<file path="src/rtl/pipeline_hazard_ctrl.sv">
// Pipeline hazard controller: tracks in-flight destinations (EX/MEM/WB), raises
// stall/bubble/flush/freeze controls, registers EX forwarding selects and counts events.
module pipeline_hazard_ctrl #(
   parameter int unsigned REG_W = 5,
   parameter int unsigned CNT_W = 16
) (
   input  logic             clk,
   input  logic             reset,
   input  logic             id_valid,
   input  logic [REG_W-1:0] id_rs1,
   input  logic [REG_W-1:0] id_rs2,
   input  logic             id_use_rs1,
   input  logic             id_use_rs2,
   input  logic [REG_W-1:0] id_rd,
   input  logic             id_reg_wb,
   input  logic             id_is_load,
   input  logic             ex_redirect,
   input  logic             mem_busy,
   output logic             pc_stall,
   output logic             ifid_stall,
   output logic             ifid_flush,
   output logic             idex_bubble,
   output logic             freeze,
   output logic [1:0]       fwd_a,
   output logic [1:0]       fwd_b,
   output logic [1:0]       ctrl_state,
   output logic [CNT_W-1:0] stall_cnt,
   output logic [CNT_W-1:0] flush_cnt
);

   typedef struct packed {
      logic             valid;
      logic [REG_W-1:0] rd;
      logic             wb;
      logic             load;
   } slot_t;

   typedef enum logic [1:0] {
      ST_RUN    = 2'd0,
      ST_LSTALL = 2'd1,
      ST_FLUSH  = 2'd2,
      ST_FREEZE = 2'd3
   } state_t;

   state_t           state_q, state_d;
   slot_t            ex_q, ex_d, mem_q, mem_d, wb_q, wb_d;
   logic [1:0]       fwd_a_q, fwd_a_d, fwd_b_q, fwd_b_d;
   logic [CNT_W-1:0] stall_cnt_q, stall_cnt_d, flush_cnt_q, flush_cnt_d;
   logic             load_use, sel_stall, sel_flush;

   function automatic logic match(input logic [REG_W-1:0] rs, input slot_t s);
      return s.valid && s.wb && (s.rd != '0) && (s.rd == rs);
   endfunction

   // EX/MEM forward beats MEM/WB; a load in EX never forwards (it forces a bubble instead)
   function automatic logic [1:0] fwd_sel(input logic use_rs, input logic [REG_W-1:0] rs,
                                          input slot_t ex, input slot_t mem);
      if (use_rs && match(rs, ex) && !ex.load) return 2'b10;
      if (use_rs && match(rs, mem))            return 2'b01;
      return 2'b00;
   endfunction

   assign load_use = id_valid &&
                     ((id_use_rs1 && match(id_rs1, ex_q) && ex_q.load) ||
                      (id_use_rs2 && match(id_rs2, ex_q) && ex_q.load));

   // Priority control decode: busy > redirect > load-use > run
   always_comb begin
      pc_stall    = 1'b0;
      ifid_stall  = 1'b0;
      ifid_flush  = 1'b0;
      idex_bubble = 1'b0;
      freeze      = 1'b0;
      sel_stall   = 1'b0;
      sel_flush   = 1'b0;
      state_d     = ST_RUN;
      if (reset) begin
         state_d = ST_RUN;
      end else if (mem_busy) begin
         freeze     = 1'b1;
         pc_stall   = 1'b1;
         ifid_stall = 1'b1;
         state_d    = ST_FREEZE;
      end else if (ex_redirect) begin
         ifid_flush  = 1'b1;
         idex_bubble = 1'b1;
         sel_flush   = 1'b1;
         state_d     = ST_FLUSH;
      end else if (load_use) begin
         pc_stall    = 1'b1;
         ifid_stall  = 1'b1;
         idex_bubble = 1'b1;
         sel_stall   = 1'b1;
         state_d     = ST_LSTALL;
      end
   end

   // Scoreboard shift, forwarding selects and saturating counters; all hold while frozen
   always_comb begin
      ex_d        = ex_q;
      mem_d       = mem_q;
      wb_d        = wb_q;
      fwd_a_d     = fwd_a_q;
      fwd_b_d     = fwd_b_q;
      stall_cnt_d = stall_cnt_q;
      flush_cnt_d = flush_cnt_q;
      if (!freeze) begin
         wb_d  = mem_q;
         mem_d = ex_q;
         if (idex_bubble || !id_valid) begin
            ex_d = '0;
         end else begin
            ex_d.valid = 1'b1;
            ex_d.rd    = id_rd;
            ex_d.wb    = id_reg_wb;
            ex_d.load  = id_is_load;
         end
         fwd_a_d = idex_bubble ? 2'b00 : fwd_sel(id_use_rs1, id_rs1, ex_q, mem_q);
         fwd_b_d = idex_bubble ? 2'b00 : fwd_sel(id_use_rs2, id_rs2, ex_q, mem_q);
         if (sel_stall && (stall_cnt_q != '1)) stall_cnt_d = stall_cnt_q + CNT_W'(1);
         if (sel_flush && (flush_cnt_q != '1)) flush_cnt_d = flush_cnt_q + CNT_W'(1);
      end
   end

   always_ff @(posedge clk) begin
      if (reset) begin
         state_q     <= ST_RUN;
         ex_q        <= '0;
         mem_q       <= '0;
         wb_q        <= '0;
         fwd_a_q     <= 2'b00;
         fwd_b_q     <= 2'b00;
         stall_cnt_q <= '0;
         flush_cnt_q <= '0;
      end else begin
         state_q     <= state_d;
         ex_q        <= ex_d;
         mem_q       <= mem_d;
         wb_q        <= wb_d;
         fwd_a_q     <= fwd_a_d;
         fwd_b_q     <= fwd_b_d;
         stall_cnt_q <= stall_cnt_d;
         flush_cnt_q <= flush_cnt_d;
      end
   end

   // WB slot tracks occupancy only; nothing in this block consumes it
   logic wb_unused;
   assign wb_unused = ^wb_q;

   assign fwd_a      = fwd_a_q;
   assign fwd_b      = fwd_b_q;
   assign ctrl_state = state_q;
   assign stall_cnt  = stall_cnt_q;
   assign flush_cnt  = flush_cnt_q;

endmodule

</file>
<file path="config.mk">
export PLATFORM = sky130hd
export DESIGN_NAME = pipeline_hazard_ctrl
export DESIGN_NICKNAME = d
export VERILOG_FILES = /design/src/rtl/pipeline_hazard_ctrl.sv
export SDC_FILE = /design/constraint.sdc
export NUM_CORES = 1
export LEC_CHECK = 0
export BUFFER_PORTS_ARGS = -buffer_cell sky130_fd_sc_hd__buf_4
export CORE_MARGIN = 1.5
export CORE_UTILIZATION = 47
export DETAILED_ROUTE_END_ITERATION = 10
export PLACE_DENSITY = 0.71
export SYNTH_ARGS = -nofsm -noshare
export SYNTH_HDL_FRONTEND = slang
export SYNTH_SLANG_ARGS = --single-unit
</file>
<file path="constraint.sdc">
create_clock -name clk -period 2.1 [get_ports clk]
set_input_delay 0.42 -clock clk [delete_from_list [all_inputs] [get_ports clk]]
set_output_delay 0.42 -clock clk [all_outputs]
set_load 0.01 [all_outputs]
</file>
==> impl_summary.md, run 1 <==
Global routing
The maximum number of pins on one net before global-route repair is 34. The global routing stage identified its most utilized layer as met2. The via count of the first global-routing pass is 2,176. The global routing usage on met3 is 6.11%. The first global-routing pass estimated 10.0 mm of wire. The initial antenna violation count came to 0. The total track usage is a little over a fifth. The global-route met2 utilization is 32.8%. Summed over all layers, the global routing overflow is 0. The met1 demand-to-capacity share in global routing is a little under 30%.

Run status
The flow ran to the end, but the final reports show violations. The final reports fail on setup timing.

Logic synthesis
The most used flip-flop cell after synthesis is dfxtp_1. The cell count after synthesis came out at about 290. The average instance in the mapped netlist occupies 8.79 sq um. Counting every net in the synthesized netlist gives between 300 and 400. The Yosys step of the flow raised 0 warnings. The share of the synthesized area in the top cell type is around two fifths. Counting flops with a built-in enable in the synthesized netlist gives 0. Yosys attributes the largest share of cell area to dfxtp_1 (42%), xor2_1 (7.3%), nor2_1 (5.6%), xnor2_1 (4.5%), mux2i_1 (3.6%). The count of cell types in the netlist is 40.

The number of flip-flops and latches in the synthesized netlist is 53. The cell type with the highest aggregate area in the netlist is dfxtp_1. The netlist area before placement is about 2500 sq um. Of all flip-flops after synthesis, the portion carrying an async set or reset was 0%.

The share of the Yosys chip area taken by registers is 41.9%.

STA
The total count of max-transition violations in the final report is 0. At the pin with the least slew margin, the transition time is 0.466 ns. The worst setup skew after layout is approximately 0.0081 ns.

Setup repair after global routing could not meet its margin everywhere. Static timing analysis puts the maximum clock frequency at between 0.4 and 0.5 GHz. The total count of hold-check failures in the final report is 0.

The worst pin sits at a relative slew slack of between 60% and 70%. The worst path uses 116% of the clock period. The count of final setup violators is 7. The shortest clock period the worst path allows after layout is 2.44 ns.

The minimum setup slack in the final design is -0.341 ns.

Critical path
Data on the critical path arrives at its endpoint at roughly 2 ns. The category of the worst setup path launch point is a register. For this design, the slowest cell found on the critical path is or3_4.

On the worst path, the slowest cell contributes a delay of ~0.43 ns. The worst setup path is captured at a primary output. Along the worst path, the maximum fanout reaches 5. The worst setup path is of the register to primary output kind. Data on the critical path is required at its endpoint by 1.68 ns.

Traced cell by cell, the critical path runs through xnor2_2 > nand4_1 > or3_4 > a211oi_4 > a31o_1 > buf_4.

Routing
The first detailed-routing pass took 4 iterations. The number of vias after detailed routing is about 2,500. The detail route stage leaves a number of antenna-violating nets equal to 0. The number of DRC markers after the initial detailed-route iteration is 155.

The routed length per instance is between 10 and 15 um. After detailed routing, the number of remaining DRC violations is 0. In the routed layout, each cell is associated on average with a via count of 5.40. For this block, the routed nets add up to 6.25 mm of wire.

Flow run
The tool flagged a number of max-cap violations equal to 0.

CTS
In this run the clock root is driven by a clkbuf_8. Clock-pin slew was measured on the worst setup and hold paths at 0.09 ns. The number of clock buffers inserted by TritonCTS is 5. In this run the deepest clock path goes through 2 buffers.

The clock drives 53 sinks. TritonCTS built the clock tree. The H-tree generated during clock tree synthesis spans 2 levels. The later pin in the worst-skew pair is clocked with a latency of 0.30 ns.

The hold buffer count at CTS is 0.

Final layout
For this run, the post-layout net count is between 400 and 500. The library cells used most frequently in the layout, excluding fill and tap cells, are buf_4 (103), dfxtp_1 (48), nor2_1 (37). For this run, the share of the core covered by cells in the final layout is between 60 and 70%.

The post-route non-filler standard cell count is 461. In the final layout, the share of cells above drive strength 1 is ~35%. Leaving out fill and tap cells, the most frequent cell in the layout is buf_4. The count of antenna diodes in the layout is 0. Relative to the synthesized area, the layout overhead comes to 41.7%.

Floorplan
The die is 76.4 um wide. The total area inside the core boundary comes to between 5000 and 6000 sq um. The initialized floorplan defines 26 standard-cell rows. The vertical die dimension is 76.4 um.

The effective utilization at floorplan is ~49%. The floorplan step defined a die boundary enclosing 5830 sq um. For this design the top-level I/O count stands at 67.

Power and ir drop
The largest vdd supply drop is ~0.00048 V. The cell area power density is 502 nW/um^2. In this run the static leakage power is ~1.5 nW.

Place
Including well taps, the total number of placed cells is 450. The total half-perimeter wirelength after legalization and detailed placement is 4.70 mm. The routability-driven placement congestion ratio is ~0.86.

Port buffering added 66 buffers.

Worst hold path
The worst hold path belongs to the class input port to register.
-- cell type report --
class / instances / area [sq um]
Multi-Input combinational cell: 219 / 1470
Fill cell: 437 / 1550
Tap cell: 70 / 87.6
Clock inverter: 1 / 5.00
Inverter: 5 / 18.8
Timing Repair Buffer: 106 / 833
Sequential cell: 53 / 1080
Clock buffer: 7 / 96.3
-- metrics by stage --
stage / hold WS, ns / area (sq um) / power, W / setup slack, ns / TNS [ns]
after floorplan: 0.464 / 2540 / 0.00112 / -0.0152 / -0.0152
after global placement: 0.457 / 3360 / 0.00121 / -0.201 / -1.54
after detailed placement: 0.460 / 3360 / 0.00121 / -0.223 / -2.06
after CTS: 0.323 / 3540 / 0.00181 / -0.360 / -1.32
after global routing: 0.309 / 3590 / 0.00189 / -0.460 / -2.51
final: 0.331 / 3590 / 0.00180 / -0.341 / -1.17
-- timing repair --
item,in CTS,in global routing
resized for setup,14,8
endpoints found under the setup margin,14,28
gates cloned,0,0
setup buffers,3,0
pin swaps,11,10
-- power breakdown --
part           total (W)  internal [W]  switching (W)
registers        0.00102       0.00101      0.0000110
clock network   0.000610      0.000298       0.000311
logic           0.000169     0.0000911      0.0000780
-- registers in the layout, summed over array words and instances (netlist names) --
register	count
flush_cnt	16
fwd_a	2
ctrl_state	2
mem_q	7
ex_q	8
stall_cnt	16
fwd_b	2
-- Yosys cell counts (2+ instances only) --
master	instances
dfxtp_1	53
nor2_1	38
xor2_1	21
nand2_1	16
a21oi_1	14
or3_1	14
nand3_1	13
xnor2_1	13
nor3_1	11
o21ai_1	11
mux2i_1	9
nand4_1	9
a22o_1	7
clkbuf_1	7
and3_1	5
inv_1	5
and4_1	4
nor2b_1	4
nor4_1	4
o31ai_1	3
or4_1	3
a22oi_1	2
a31o_1	2
a31oi_1	2
ha_1	2
o211ai_2	2
-- cells by family (layout without fill, tap and decap cells) --
| group | count (synthesis) | after routing | synth area share (%) |
|---|---|---|---|
| AOI/OAI and AO/OA | 48 | 48 | 12.8 |
| adders and majority gates | 2 | 2 | 0.988 |
| buffers and inverters | 16 | 119 | 3.26 |
| muxes | 11 | 11 | 4.60 |
| xor gates and xnor gates | 34 | 34 | 11.8 |
| DFF | 53 | 53 | 41.9 |
| and+or+nand+nor | 124 | 124 | 24.7 |
-- routing by layer --
metal / vias to the layer above / share of wire [%] / wire length [um]
met2: 76 / 47 / 2950
met4: 0 / 0.94 / 59
met3: 6 / 5.6 / 347
met1: 1175 / 46 / 2900
li1: 1234 / - / -
met5: - / 0 / 0
-- path summary, 6_finish.rpt --
kind,startpoint,endpoint,slack [ns],depth (start not counted)
setup reg to reg,ex_q[5],stall_cnt[1],-0.06,10
hold reg to reg,fwd_b[0],fwd_b[0],0.47,2
setup / recovery,ex_q[3],ifid_stall,-0.34,6
hold / removal,id_rd[1],ex_q[3],0.33,2
-- critical path: cells and delay by family, from the launching register on --
family	cells	cell delay (ns)
DFF	1	0.38
AOI/OAI and AO/OA	2	0.52
and+or+nand+nor	2	0.55
xor gates and xnor gates	1	0.14
buffers and inverters	1	0.13
Note: power is estimated with default switching activity, not from simulation.
==> run 2: changes to the inputs <==
--- a/config.mk
+++ b/config.mk
@@ -6,7 +6,7 @@
 export NUM_CORES = 1
 export LEC_CHECK = 0
 export BUFFER_PORTS_ARGS = -buffer_cell sky130_fd_sc_hd__buf_4
-export CORE_MARGIN = 1.5
+export CORE_MARGIN = 5
 export CORE_UTILIZATION = 47
 export DETAILED_ROUTE_END_ITERATION = 10
 export PLACE_DENSITY = 0.71
==> impl_summary.md, run 2 (same netlist as run 1, synthesis figures left out) <==
CTS
The number of buffers between clock root and the deepest sink is 2. The maximum level of the CTS H-tree is 2. The clock sink count is between 50 and 60. The clock tree from TritonCTS is done. After clock tree synthesis, the clock-pin slew on the worst setup and hold paths is about 0.090 ns. The insertion delay of the later-clocked pin in the worst-skew pair is 0.31 ns.

TritonCTS created 5 clock buffers. The clock root buffer master is clkbuf_8.

Place
After legalization and detailed placement, the total HPWL measured 4.99 mm. The number of input and output port buffers inserted is 66. The routability-driven placement congestion ratio is 0.879.

The placed instance count is 451. OpenSTA, run right after detailed placement, puts the worst setup slack at -0.232 ns. In this run the cell area measured after placement is roughly 3400 sq um.

Routing
The number of vias per cell is 5.35. After detailed routing, the number of remaining DRC violations is 0. The remaining antenna violation count after routing is 0. The number of DRC markers after the initial detailed-route iteration is approximately 120.

After detailed routing, the average wire length per cell comes to 14.7 um. The routed layout has 2,498 vias. The detailed-router iteration count before antenna repair is 4. The wire length reported by the detailed router is roughly 6.9 mm.

STA
The worst max-slew margin expressed relative to the limit is 62.6%. The shortest clock period the worst path allows after layout is 2.45 ns. For the final database, setup skew stands at 0.0121 ns. The total count of hold-check failures in the final report is 0. The total count of max-transition violations in the final report is 0. Setup violations remaining at the end of the flow were counted as 20. Setup repair after global routing could not meet its margin everywhere. After layout, the worst path uses 117% of the clock period. The slew at the pin closest to its max-slew limit is ~0.56 ns.

The minimum setup slack in the final design is -0.355 ns. Based on the critical path, the design can be clocked at up to 0.407 GHz.

Final layout
The count of antenna diodes in the layout is 0. Compared with the post-synthesis result, the final layout area differs by 45.5%. The library cells used most frequently in the layout, excluding fill and tap cells, are buf_4 (98), dfxtp_1 (48), nor2_1 (38). The most common cell after layout, fill and taps aside is buf_4. The share of post-route cells with drive strength above 1 is 37.3%. The finished cells cover 3680 sq um. The net count of the finished layout is around 420. Excluding fillers, the count of instances in the completed layout stands at between 400 and 500.

Critical path
Among all stages on the critical path, the largest delay is contributed by or4_4. STA classifies the critical path endpoint as a primary output. STA puts the critical path data required time at 1.68 ns. The worst setup path is launched from a register. STA puts the critical path data arrival time at 2.03 ns. The critical path goes through buf_6 > or4_4 > o211ai_4 > a211oi_4 > a31o_1 > buf_6. The worst path buffer plus inverter count is 2. The worst setup path is of the register to primary output kind. Of all nets on the critical path, the largest fanout is 3. The largest incremental delay on the critical path is 0.54 ns. On the critical path the largest part of the delay comes from compound AO/OA/AOI/OAI gates. By instance count, the cell type seen most on the critical path is buf_6.

Power and ir drop
The total power of the final layout is 0.00178 W. In this run the static leakage power is 1.55 nW. The net switching power is 0.000428 W.

The cell area power density is 482 nW/um^2. The portion of total power attributed to combinational logic is 10.2%. Of the total power, registers draw 57.6%. The largest vdd supply drop is 0.000420 V.

The switching share of power is about a quarter. The clock network burns 32.2% of the power. The internal power of the cells totals 0.00135 W.

Global routing
The maximum number of pins on one net before global-route repair is 48. The via count of the first global-routing pass is 2,348. The met1 demand-to-capacity share in global routing is 24.1%. The total overflow left after global routing is 0. Across every metal layer, demand over resource in global routing totals a little under a fifth. The global routing stage identified its most utilized layer as met2. For met3 alone, demand over resource in global routing was roughly 5.6%. The first global-routing pass estimated 10.7 mm of wire.

The global-route met2 utilization is 29.5%. The initial antenna violation count is 0.

Floorplan
Pin placement for this block handled between 60 and 70 I/O pins. The floorplan has 26 rows. The vertical die dimension is 83.4 um. The horizontal die dimension is 83.4 um. The effective utilization at floorplan is about half. The floorplan step defined a die boundary enclosing 6950 sq um.

The area of the placeable core is around 5200 sq um.

Worst hold path
The min-delay analysis places its worst path in the category input port to register.

Flow run
The number of maximum-capacitance violations is 0.

Run status
The checks that failed: setup timing. The flow ran to the end, but the final reports show violations.
## run 2: metal layers
layer  wire length, um  part of all wire, %
met5                 0                    0
met2              3320                   48
met4                75                  1.1
met3               431                  6.3
met1              3060                   44
## run 2: final cells by class
cell class | count | area [sq um]
Tap cell | 70 | 87.6
Timing Repair Buffer | 112 | 906
Fill cell | 401 | 1490
Clock buffer | 6 | 72.6
Multi-Input combinational cell | 219 | 1510
Clock inverter | 2 | 13.8
Inverter | 5 | 18.8
Sequential cell | 53 | 1070
## run 2: through the flow
stage | util, % | TNS [ns] | hold slack (ns)
after floorplan | - | -0.0152 | 0.464
after detailed placement | 64.8 | -2.30 | 0.451
after global placement | 64.8 | -1.32 | 0.445
after global routing | 71.2 | -5.80 | 0.306
after CTS | 68.6 | -1.87 | 0.311
final | 71.2 | -4.10 | 0.321
## run 2: worst paths after layout
path	startpoint	cells after the start	to	slack (ns)
worst max-delay path	ex_q[3]	6	pc_stall	-0.35
worst min-delay path	id_rd[1]	2	ex_q[3]	0.32
worst max register to register	ex_q[3]	11	stall_cnt[13]	-0.26
worst min register to register	fwd_a[0]	2	fwd_a[0]	0.47
## run 2: what timing repair did
action,4_1_cts,5_1_grt
setup endpoints to repair,13,29
hold buffers,0,0
pin swaps,6,15
gates resized for setup,20,25
endpoints found under the hold margin,0,0
cloned,0,0
buffers inserted,4,6
## run 2: power by group through the flow
stage	Clock [W]	Combinational (W)	Sequential, W
global placement	0	0.000165	0.00105
detailed placement	0	0.000169	0.00105
CTS	0.000592	0.000176	0.00102
floorplan	0	0.0000685	0.00105
global route	0.000635	0.000196	0.00102
finish	0.000572	0.000182	0.00102
## run 2: worst register-to-register path, cell delays in order (launching register included)
cell and delay, ns:
dfxtp_4 0.37, buf_6 0.12, or4_4 0.54, o211ai_4 0.24, buf_6 0.13, buf_6 0.09
buf_6 0.09, nor3_4 0.04, o211ai_4 0.15, buf_6 0.15, nor3_2 0.04, mux2_1 0.30
